===== src/rtl/score_display_scheduler.sv =====
// Purpose : time-shares the two-digit score decoder between player score, dealer score and the last dealt card.
// Latency : 1 cycle; inputs sampled at edge N appear on the outputs after edge N.
// Backpress: none; new_card is never stalled (card_ack confirms the latch), and it is dropped while bust is high.
//
// Ports:
//   clk, resetn        - system clock, asynchronous active-low reset
//   enable             - advances dwell/hold/flash timers; low freezes them (events still handled)
//   player_score [4:0] - player hand total
//   dealer_score [4:0] - dealer hand total
//   card_value   [4:0] - card being dealt, qualified by new_card
//   new_card           - single-cycle pulse announcing a dealt card
//   bust               - level, player is bust; forces flashing player score
//   disp_value   [7:0] - value for the decoder, upper 3 bits always 0
//   disp_src     [1:0] - 00 player, 01 dealer, 10 card
//   disp_blank         - ask the top level to force the decoder outputs off
//   card_ack           - single-cycle pulse, card_value has been latched
module score_display_scheduler #(
  parameter int DWELL      = 50000000,
  parameter int CARD_HOLD  = 100000000,
  parameter int FLASH_HALF = 12500000,
  parameter int CNT_W      = 27
) (
  input  logic       clk,
  input  logic       resetn,
  input  logic       enable,
  input  logic [4:0] player_score,
  input  logic [4:0] dealer_score,
  input  logic [4:0] card_value,
  input  logic       new_card,
  input  logic       bust,
  output logic [7:0] disp_value,
  output logic [1:0] disp_src,
  output logic       disp_blank,
  output logic       card_ack
);

  typedef enum logic [1:0] {
    SHOW_P     = 2'b00,
    SHOW_D     = 2'b01,
    SHOW_CARD  = 2'b10,
    BUST_FLASH = 2'b11
  } state_e;

  localparam logic [CNT_W-1:0] DWELL_LAST = CNT_W'(DWELL - 1);
  localparam logic [CNT_W-1:0] HOLD_LAST  = CNT_W'(CARD_HOLD - 1);
  localparam logic [CNT_W-1:0] FLASH_LAST = CNT_W'(FLASH_HALF - 1);

  state_e           state_q, state_d;
  state_e           ret_q, ret_d;
  logic [CNT_W-1:0] timer_q, timer_d;
  logic [4:0]       card_q, card_d;
  logic [4:0]       val_q, val_d;
  logic [1:0]       src_q, src_d;
  logic             blank_q, blank_d;
  logic             ack_q, ack_d;
  logic [CNT_W-1:0] last_cnt;

  // Next state. Priority is bust, then new_card, then timer expiry.
  always_comb begin
    state_d  = state_q;
    ret_d    = ret_q;
    timer_d  = timer_q;
    card_d   = card_q;
    blank_d  = 1'b0;
    ack_d    = 1'b0;
    last_cnt = (state_q == SHOW_CARD) ? HOLD_LAST : DWELL_LAST;

    if (bust) begin
      state_d = BUST_FLASH;
      if (state_q != BUST_FLASH) begin
        // Fresh entry: flash phase starts unblanked from timer 0.
        timer_d = '0;
      end else begin
        blank_d = blank_q;
        if (enable) begin
          if (timer_q == FLASH_LAST) begin
            timer_d = '0;
            blank_d = ~blank_q;
          end else begin
            timer_d = timer_q + CNT_W'(1);
          end
        end
      end
    end else if (state_q == BUST_FLASH) begin
      state_d = SHOW_P;
      timer_d = '0;
    end else if (new_card) begin
      // A relatch inside SHOW_CARD keeps the original return state.
      state_d = SHOW_CARD;
      card_d  = card_value;
      timer_d = '0;
      ack_d   = 1'b1;
      if (state_q != SHOW_CARD) begin
        ret_d = state_q;
      end
    end else if (enable) begin
      if (timer_q == last_cnt) begin
        timer_d = '0;
        case (state_q)
          SHOW_P:    state_d = SHOW_D;
          SHOW_D:    state_d = SHOW_P;
          SHOW_CARD: state_d = ret_q;
          default:   state_d = SHOW_P;
        endcase
      end else begin
        timer_d = timer_q + CNT_W'(1);
      end
    end
  end

  // Output selection follows the state being entered so every output is a register.
  always_comb begin
    src_d = 2'b00;
    val_d = player_score;
    case (state_d)
      SHOW_D: begin
        src_d = 2'b01;
        val_d = dealer_score;
      end
      SHOW_CARD: begin
        src_d = 2'b10;
        val_d = card_d;
      end
      default: begin
        src_d = 2'b00;
        val_d = player_score;
      end
    endcase
  end

  always_ff @(posedge clk or negedge resetn) begin
    if (!resetn) begin
      state_q <= SHOW_P;
      ret_q   <= SHOW_P;
      timer_q <= '0;
      card_q  <= '0;
      val_q   <= '0;
      src_q   <= 2'b00;
      blank_q <= 1'b0;
      ack_q   <= 1'b0;
    end else begin
      state_q <= state_d;
      ret_q   <= ret_d;
      timer_q <= timer_d;
      card_q  <= card_d;
      val_q   <= val_d;
      src_q   <= src_d;
      blank_q <= blank_d;
      ack_q   <= ack_d;
    end
  end

  assign disp_value = {3'b000, val_q};
  assign disp_src   = src_q;
  assign disp_blank = blank_q;
  assign card_ack   = ack_q;

endmodule


===== config.mk =====
export PLATFORM = sky130hd
export DESIGN_NAME = score_display_scheduler
export DESIGN_NICKNAME = d
export VERILOG_FILES = /design/src/rtl/score_display_scheduler.sv
export SDC_FILE = /design/constraint.sdc
export NUM_CORES = 1
export LEC_CHECK = 0
export CAP_MARGIN = 20
export CORE_MARGIN = 4
export CORE_UTILIZATION = 55
export DETAILED_ROUTE_END_ITERATION = 8
export PLACE_DENSITY_LB_ADDON = 0.05
export SYNTH_ARGS = -nofsm -noshare
export SYNTH_HDL_FRONTEND = slang
export SYNTH_SLANG_ARGS = --single-unit

===== constraint.sdc =====
create_clock -name clk -period 3 [get_ports clk]
set_input_delay 0.45 -clock clk [delete_from_list [all_inputs] [get_ports clk]]
set_output_delay 0.45 -clock clk [all_outputs]
set_load 0.005 [all_outputs]

; ---- Yosys cells after proc, flatten, opt, wreduce, memory -nomap -nowiden
; Index checks and enable logic that the tools add are counted.
[op_classes]
addsub = 1
multipliers = 0
n_div = 0
order_cmp = 0
n_eq_ne = 10
shifts = 0
muxes = 27
bitwise = 3
reduce_logical = 5
[op_table]
columns = op, n
row1 = $mux W27, 9
row2 = $add A27 B1 Y27 const B, 1
row3 = $eq A27 B24 Y1 const B, 1
row4 = $eq A27 B27 Y1, 1
row5 = $mux W5, 3
row6 = $mux W2, 5
row7 = $pmux W5 S2, 1
row8 = $pmux W2 S2, 2
row9 = $mux W1, 7
row10 = $eq A2 B2 Y1 const B, 3
row11 = $ne A2 B2 Y1 const B, 2
row12 = $reduce_and A2 Y1, 2
row13 = $reduce_and A4 Y1, 1
row14 = $reduce_bool A4 Y1, 1
row15 = $ne A3 B1 Y1 const B, 1
row16 = $ne A3 B2 Y1 const B, 1
row17 = $not A1 Y1, 3
row18 = $eq A2 B1 Y1 const B, 1
row19 = $logic_not A2 Y1, 1
[totals]
regBits = 45
latch_bits = 0
ramBits = 0
rom_bits = 0
input_bits = 20
out_inout_bits = 12
word_cells = 54
n_memories = 0

; ---- Depth between registers and ports, before layout
; Gate-level depths: netlist of the first run.
[logic_depth]
ltp_word = 10
ltp_mapped = 10

; ---- Least setup slack after synthesis of the first run
; OpenSTA, ideal clock, no wires.
[synth_path]
kind = register to register
startpoint = register timer_q[16]
endpoint = register val_q[0]
setup_time_ps = 135
arrival_time_ps = 2677
required_time_ps = 2865
slack_ps = 188
path_stages_with_launch = 9
period_less_slack_ps = 2812
path_cell_list = dfrtp_1 -> or4b_1 -> or3_1 -> a211oi_1 -> nand3b_1 -> a221o_1 -> ha_1 -> buf_1 -> o21ai_0
[synth_between]
elab_chain_cells = 8
word_cells_on_any_way = 9
cone_classes = eq/ne: 3 / mux: 6
[synth_lines]
columns = item, line_no
row1 = start: declaration, 50  ; logic [CNT_W-1:0] timer_q, timer_d;
row2 = start signal: assignment, 144  ; timer_q <= timer_d;
row3 = $eq A27 B27 Y1 (*), 97  ; if (timer_q == last_cnt) begin
row4 = $mux W2 (*), 97
row5 = $mux W2 (*), 96  ; end else if (enable) begin
row6 = $mux W2 (*), 87  ; end else if (new_card) begin
row7 = $mux W2 (*), 84  ; end else if (state_q == BUST_FLASH) begin
row8 = $mux W2 (*), 68  ; if (bust) begin
row9 = net state_d[1], 48  ; state_e state_q, state_d;
row10 = $eq A2 B2 Y1 or $eq A2 B1 Y1 (tied branches), 115  ; case (state_d)
row11 = $pmux W5 S2 (*), 115
row12 = net val_d[0], 52  ; logic [4:0] val_q, val_d;
row13 = end signal: assignment, 146  ; val_q <= val_d;
row14 = end: declaration, 52
; Mark *: on every way through the listed nets, which the timed path passes. The rest lies on a longest branch.
; A chain may end at the register's enable or synchronous reset.

; ---- Worst setup path after layout of the first run
[layout_path]
startpoint = register timer_q[24]
endpoint = register val_q[2]
; The elaborated chain is that of the path after synthesis.

==> reports/results.ini, run 1 <==
[grt]
grt_use_total_pct = 21.1
gr-total-overflow = 0
grt_pass1_vias = 1878
grt_max_degree = 46
grt_first_pass_wirelength_mm = 8.91
antenna_found_initial = 0

[synthesis]
yosys_warnings = 0
synth-edff-count = 0
yosys.area.top_type = dfrtp_1
yosys-top-cells-area = dfrtp_1, xnor2_1, nand4_1, xor2_1, nor2_1
synth_commonest_cells = dfrtp_1, nor2_1, nand2_1
syn-mean-instance-area_um2 = 9.82
synth.distinct_cells = 46
synth_area_um2 = 2450
ys_ff_latch = 45
yosysSeqAreaShare_pct = 45.9
synthFlopType = dfrtp_1
synth_most_common_cell = dfrtp_1
netlist.area_leader.share_pct = 45.9
synthArstFlopShare_pct = 100
syn_inst = 250

[clocking]
clk_latency_ns = 0.30
cts_tree = yes
clock-sinks = 45
clock-root-buffer = clkbuf_8
path_clk_slew_ns = 0.08
post_cts_buffers = 0
htreeDepth = 2
clockBufferDepth = 2
cts_buffers = 5

[power_and_ir_drop]
p_leak_nw = 1.15
vdd_drop_max_v = 0.000285
finalPower_mw = 1.23
powerDensity_nw_per_um2 = 420

[routing]
firstDrtPassIters = 4
wl_per_cell_um = 16.2
ant_nets = 0
viasPerCell = 5.73
totalWireLength_mm = 5.44
drc_errors = 0
drt_iter0_drc = 101
vias = 1926

[final_layout]
drive_above_1_share_pct = 12.7
nNetsFinal = 307
regArea_um2 = 1130
syn_to_final_growth_pct = 19.2
fillers = 362
stdcell_count = 336
multiInputGateArea_um2 = 1270
antenna_cells = 0
finish.instance_area_um2 = 2930

[critical_path]
endpoint_kind = register
startpoint_type = register
worst-endpoint-arrival_ns = 2.98
worst-setup-path-type = register to register
cp_data_required_time_ns = 3.18
crit_fanout = 6

[floorplan]
die_area_um2 = 5600
die_height_um = 74.8
start_util_pct = 56.8
die_w_um = 74.8
design.core.area_um2 = 4320
io_pins = 32
rows = 24

[timing]
tightest_slew_ns = 0.519
rsz0062_at_grt = false
min_period_over_period_pct = 93.3
min_period_ns = 2.80
setup_tns_ns = 0
skew_ns = 0.00573
slew_headroom_pct = 65.4
fmaxAchievable_ghz = 0.357
finalHoldViolCount = 0
setup_violations = 0
hold_slack_ns = 0.117
maxSlewViolCount = 0

[placement]
dpl-instance-area_um2 = 2790
place_congestion = 0.896
hpwl_mm = 3.90
portBuffers = 28
dp_cells = 327

[min_path]
hold_class = input port to async pin

[run]
max_cap_violations = 0

[status]
status = completed

-- sequential cells by signal, indices dropped and copies added (netlist names) --
name,cells
disp_src,2
timer_q,27
ret_q,2
disp_blank,1
val_q,5
card_q,5
state_q,2
card_ack,1
-- final cells by class --
class,count,share of cell area [%]
timing repair buffer,37,12.4
multi-input combinational,190,43.5
clock inverter,1,0.257
sequential,45,38.5
tap,52,2.22
clock buffer,7,2.61
inverter,4,0.513
-- worst paths after layout --
check	from	end	slack [ns]	depth (start not counted)
min in group clk	ret_q[1]$_DFFE_PN0P_	ret_q[1]$_DFFE_PN0P_	0.50	1
max in group asynchronous	resetn	timer_q[25]$_DFFE_PN0P_	2.38	2
min	resetn	card_q[0]$_DFF_PN0_	0.12	1
max reg2reg	timer_q[24]$_DFFE_PN0P_	val_q[2]$_DFF_PN0_	0.20	8
min reg2reg	ret_q[1]$_DFFE_PN0P_	ret_q[1]$_DFFE_PN0P_	0.50	1
max	timer_q[24]$_DFFE_PN0P_	val_q[2]$_DFF_PN0_	0.20	8
-- metal layers --
metal / wire length, um / up-vias / global-route usage (%)
met5: 0 / - / 0
met4: 96 / 0 / 6.92
met3: 280 / 8 / 5.21
met2: 2560 / 42 / 33.5
met1: 2510 / 916 / 28.4
li1: - / 960 / -
-- worst max-delay path, stage by stage, from the launching register on --
cell and delay, ns:
dfrtp_1 0.42, or4b_1 0.55, or3_1 0.41, a211oi_2 0.26, nand3b_1 0.17, a221o_1 0.41
ha_4 0.20, a22oi_1 0.15, o21ai_0 0.11
-- power breakdown --
group / internal (mW) / switching [mW] / leakage [nW]
combinational: 0.101 / 0.102 / 0.518
sequential: 0.643 / 0.0209 / 0.597
clock: 0.165 / 0.198 / 0.0385
total: 0.909 / 0.320 / 1.15
-- timing repair --
| item | CTS | global route |
|---|---|---|
| resized for setup | 0 | 5 |
| endpoints found under the setup margin | 0 | 5 |
| hold buffers | 0 | 0 |
-- cell usage in the layout (no fill, tap or decap), types with 2 or more instances in the layout --
cell type	synthesis	final
dfrtp_1	45	45
clkdlybuf4s50_1	0	27
nor2_1	20	20
nand2_1	17	17
xnor2_1	15	15
nand4_1	13	13
nand3_1	12	12
o21ai_0	11	11
nor4_1	9	9
xor2_1	9	9
nor2_2	8	8
buf_4	3	8
nor3_1	7	7
a22oi_1	6	6
a21oi_1	5	5
mux2_2	5	5
clkbuf_8	0	5
inv_1	4	4
nor2b_1	4	4
and2_1	4	4
nor4b_1	4	4
a211oi_1	4	3
or3_1	3	3
and3_1	3	3
conb_1	1	3
or4b_1	2	2
a211o_1	2	2
nand3b_1	2	2
nand2b_1	2	2
or4_1	2	2
ha_1	4	2
clkbuf_1	7	2
-- metrics by stage --
stage,setup WS [ns],util (%)
finish,0.201,67.7
global route,0.0158,67.7
CTS,0.0564,66.4
detailed placement,0.0835,64.5
global placement,0.203,64.5
floorplan,0.188,-
-- cells by family (layout without fill, tap and decap cells) --
group	count (synthesis)	after routing	synth area share, %
xor+xnor	24	24	8.56
buf+inv	17	49	3.67
mux	6	6	2.70
simple gates	118	118	27.0
fa+ha+maj	4	4	2.04
flops	45	45	45.9
other cells	1	3	0.153
compound gates	35	35	10.0
Note: power is estimated with default switching activity, not from simulation.
==> inputs of run 2 (changes only) <==
REMOVE_ABC_BUFFERS = 1   (was not set)
TNS_END_PERCENT = 1   (was not set)
==> run 2 against run 1 <==
Power increased by 8.2%. Clock power is 29% higher. Combinational power decreased by 3%. Clock skew grew 0.0039 ns. Non-clock buffer count unchanged. Worst setup slack got worse by 0.016 ns. Critical endpoint is now val_q[3]$_DFF_PN0_. Highest routed layer unchanged.
==> reports/results.ini, run 2 (synthesized netlist as in run 1, its figures left out) <==
[clocking]
cts_buffers = 5  ; unchanged
clock-root-buffer = clkbuf_8  ; unchanged
post_cts_buffers = 0  ; unchanged
htreeDepth = 2  ; unchanged
clk_latency_ns = 0.30  ; about the same
clockBufferDepth = 2  ; unchanged
cts_tree = yes  ; unchanged
clock-sinks = 45  ; unchanged
path_clk_slew_ns = 0.08  ; about the same

[timing]
tightest_slew_ns = 0.495  ; was 0.519 ns
finalHoldViolCount = 0  ; unchanged
min_period_ns = 2.82  ; was 2.80 ns
slew_headroom_pct = 66.7  ; was 65.4%
hold_slack_ns = 0.484  ; was 0.117 ns
rsz0062_at_grt = false  ; unchanged
setup_tns_ns = 0  ; unchanged
maxSlewViolCount = 0  ; unchanged
setup_violations = 0  ; unchanged
fmaxAchievable_ghz = 0.355  ; was 0.357 GHz
min_period_over_period_pct = 93.8  ; was 93.3%
setup_ws_ns = 0.185  ; was 0.201 ns
skew_ns = 0.00961  ; was 0.00573 ns

[power_and_ir_drop]
p_int_mw = 1.01  ; was 0.909 mW
p_leak_nw = 1.17  ; was 1.15 nW
combinationalPowerShare_pct = 14.8  ; was 16.5%
powerDensity_nw_per_um2 = 452  ; was 420 nW/um^2
netSwitchingPower_mw = 0.319  ; was 0.320 mW
switching_share_pct = 24.0  ; was 26.1%
clkPwrFrac_pct = 35.3  ; was 29.5%
vdd_drop_max_v = 0.000278  ; was 0.000285 V
seqPwrFrac_pct = 49.9  ; was 54.0%

[grt]
grt_use_total_pct = 21.0  ; was 21.1%
gr-total-overflow = 0  ; unchanged
grt_first_pass_wirelength_mm = 8.95  ; was 8.91 mm
grt_pass1_vias = 1857  ; was 1878
antenna_found_initial = 0  ; unchanged
grt_max_degree = 46  ; unchanged

[status]
status = completed  ; unchanged

[placement]
dp_cells = 326  ; was 327
place_congestion = 0.868  ; was 0.896
hpwl_mm = 3.92  ; was 3.90 mm
dp_slack_ns = 0.0737  ; was 0.0835 ns
portBuffers = 28  ; unchanged

[routing]
totalWireLength_mm = 5.41  ; was 5.44 mm
vias = 1960  ; was 1926
drt_iter0_drc = 150  ; was 101
wl_per_cell_um = 16.1  ; was 16.2 um
viasPerCell = 5.83  ; was 5.73
drc_errors = 0  ; unchanged
firstDrtPassIters = 4  ; unchanged
ant_nets = 0  ; unchanged

[floorplan]
die_height_um = 74.8  ; unchanged
io_pins = 32  ; unchanged
die_w_um = 74.8  ; unchanged
design.core.area_um2 = 4320  ; unchanged
start_util_pct = 56.8  ; unchanged
die_area_um2 = 5600  ; unchanged
rows = 24  ; unchanged

[final_layout]
largest_reg_flops = 27  ; unchanged
nNetsFinal = 307  ; unchanged
regArea_um2 = 1130  ; unchanged
stdcell_count = 336  ; unchanged
syn_to_final_growth_pct = 19.9  ; was 19.2%
antenna_cells = 0  ; unchanged
reg.largest.list = timer_q x27, card_q x5, val_q x5  ; unchanged
multiInputGateArea_um2 = 1260  ; was 1270 um^2
layout_commonest_cell = dfrtp_1  ; unchanged
final_cell_mix = dfrtp_1, clkdlybuf4s50_1, nor2_1  ; unchanged
top_register = timer_q  ; unchanged
fillers = 370  ; was 362
drive_above_1_share_pct = 12.7  ; unchanged

[critical_path]
crit_fanout = 10  ; was 6
cp_data_required_time_ns = 3.17  ; was 3.18 ns
worst-endpoint-arrival_ns = 2.99  ; was 2.98 ns
worst-setup-path-type = register to register  ; unchanged
startpoint_type = register  ; unchanged
endpoint_kind = register  ; unchanged

[run]
max_cap_violations = 0  ; unchanged

[min_path]
hold_class = input port to async pin  ; unchanged

## run 2: changes by cell type in the layout (fill, tap and decap cells not counted), sizes merged
cell | previous run | this run
buf | 10 | 9
bufinv | 0 | 1
clkinvlp | 1 | 0
dlygate4sd3 | 0 | 1
## run 2: final timing paths
path | from | end | slack, ns | cells after the start
setup / recovery | timer_q[24]$_DFFE_PN0P_ | val_q[3]$_DFF_PN0_ | 0.18 | 7
hold / removal | resetn | card_q[2]$_DFF_PN0_ | 0.48 | 2
setup reg to reg | timer_q[24]$_DFFE_PN0P_ | val_q[3]$_DFF_PN0_ | 0.18 | 7
hold reg to reg | ret_q[1]$_DFFE_PN0P_ | ret_q[1]$_DFFE_PN0P_ | 0.49 | 1
max in group asynchronous | resetn | timer_q[25]$_DFFE_PN0P_ | 2.09 | 3
min in group clk | ret_q[1]$_DFFE_PN0P_ | ret_q[1]$_DFFE_PN0P_ | 0.49 | 1
## run 2: worst max-delay path, cell delays in order (launching register included)
cell	delay, ns
dfrtp_1	0.42
or4b_1	0.55
or3_1	0.40
a211oi_2	0.26
nand3b_1	0.16
a221o_1	0.37
ha_2	0.41
o21ai_0	0.13
## run 2: per-stage QoR
stage                     power, mW  instance area, um^2  utilization (%)
after floorplan               0.763                 2390                -
after global placement        0.863                 2780             64.3
after detailed placement      0.868                 2780             64.3
after CTS                      1.34                 2900             67.0
after global routing           1.40                 2940             68.1
final                          1.33                 2940             68.1
## run 2: cell type report
| cell class | instances | area share [%] |
|---|---|---|
| multi-input combinational | 190 | 42.9 |
| clock inverter | 1 | 1.02 |
| sequential | 45 | 38.3 |
| clock buffer | 7 | 2.93 |
| timing repair buffer | 37 | 12.2 |
| tap | 52 | 2.21 |
| inverter | 4 | 0.510 |
## run 2: power by group through the flow
stage | clock network, mW | logic [mW] | registers [mW]
3_5_place_dp | 0 | 0.192 | 0.677
2_1_floorplan | 0 | 0.0905 | 0.673
4_1_cts | 0.480 | 0.192 | 0.664
6_report | 0.470 | 0.196 | 0.664
5_1_grt | 0.508 | 0.218 | 0.669
3_3_place_gp | 0 | 0.187 | 0.675
## run 2: what timing repair did
item	in CTS	in global routing
hold buffers	0	1
endpoints found under the hold margin	0	3
gates resized for setup	0	4
setup endpoints to repair	0	5
## run 2: layer usage
layer	share of wire, %	routed length (um)	track usage (%)	vias to the layer above
li1	-	-	-	967
met1	45	2420	29.7	943
met2	49	2670	32.8	42
met3	4.7	253	4.94	8
met4	1.1	59	5.34	0
met5	0	0	0	-
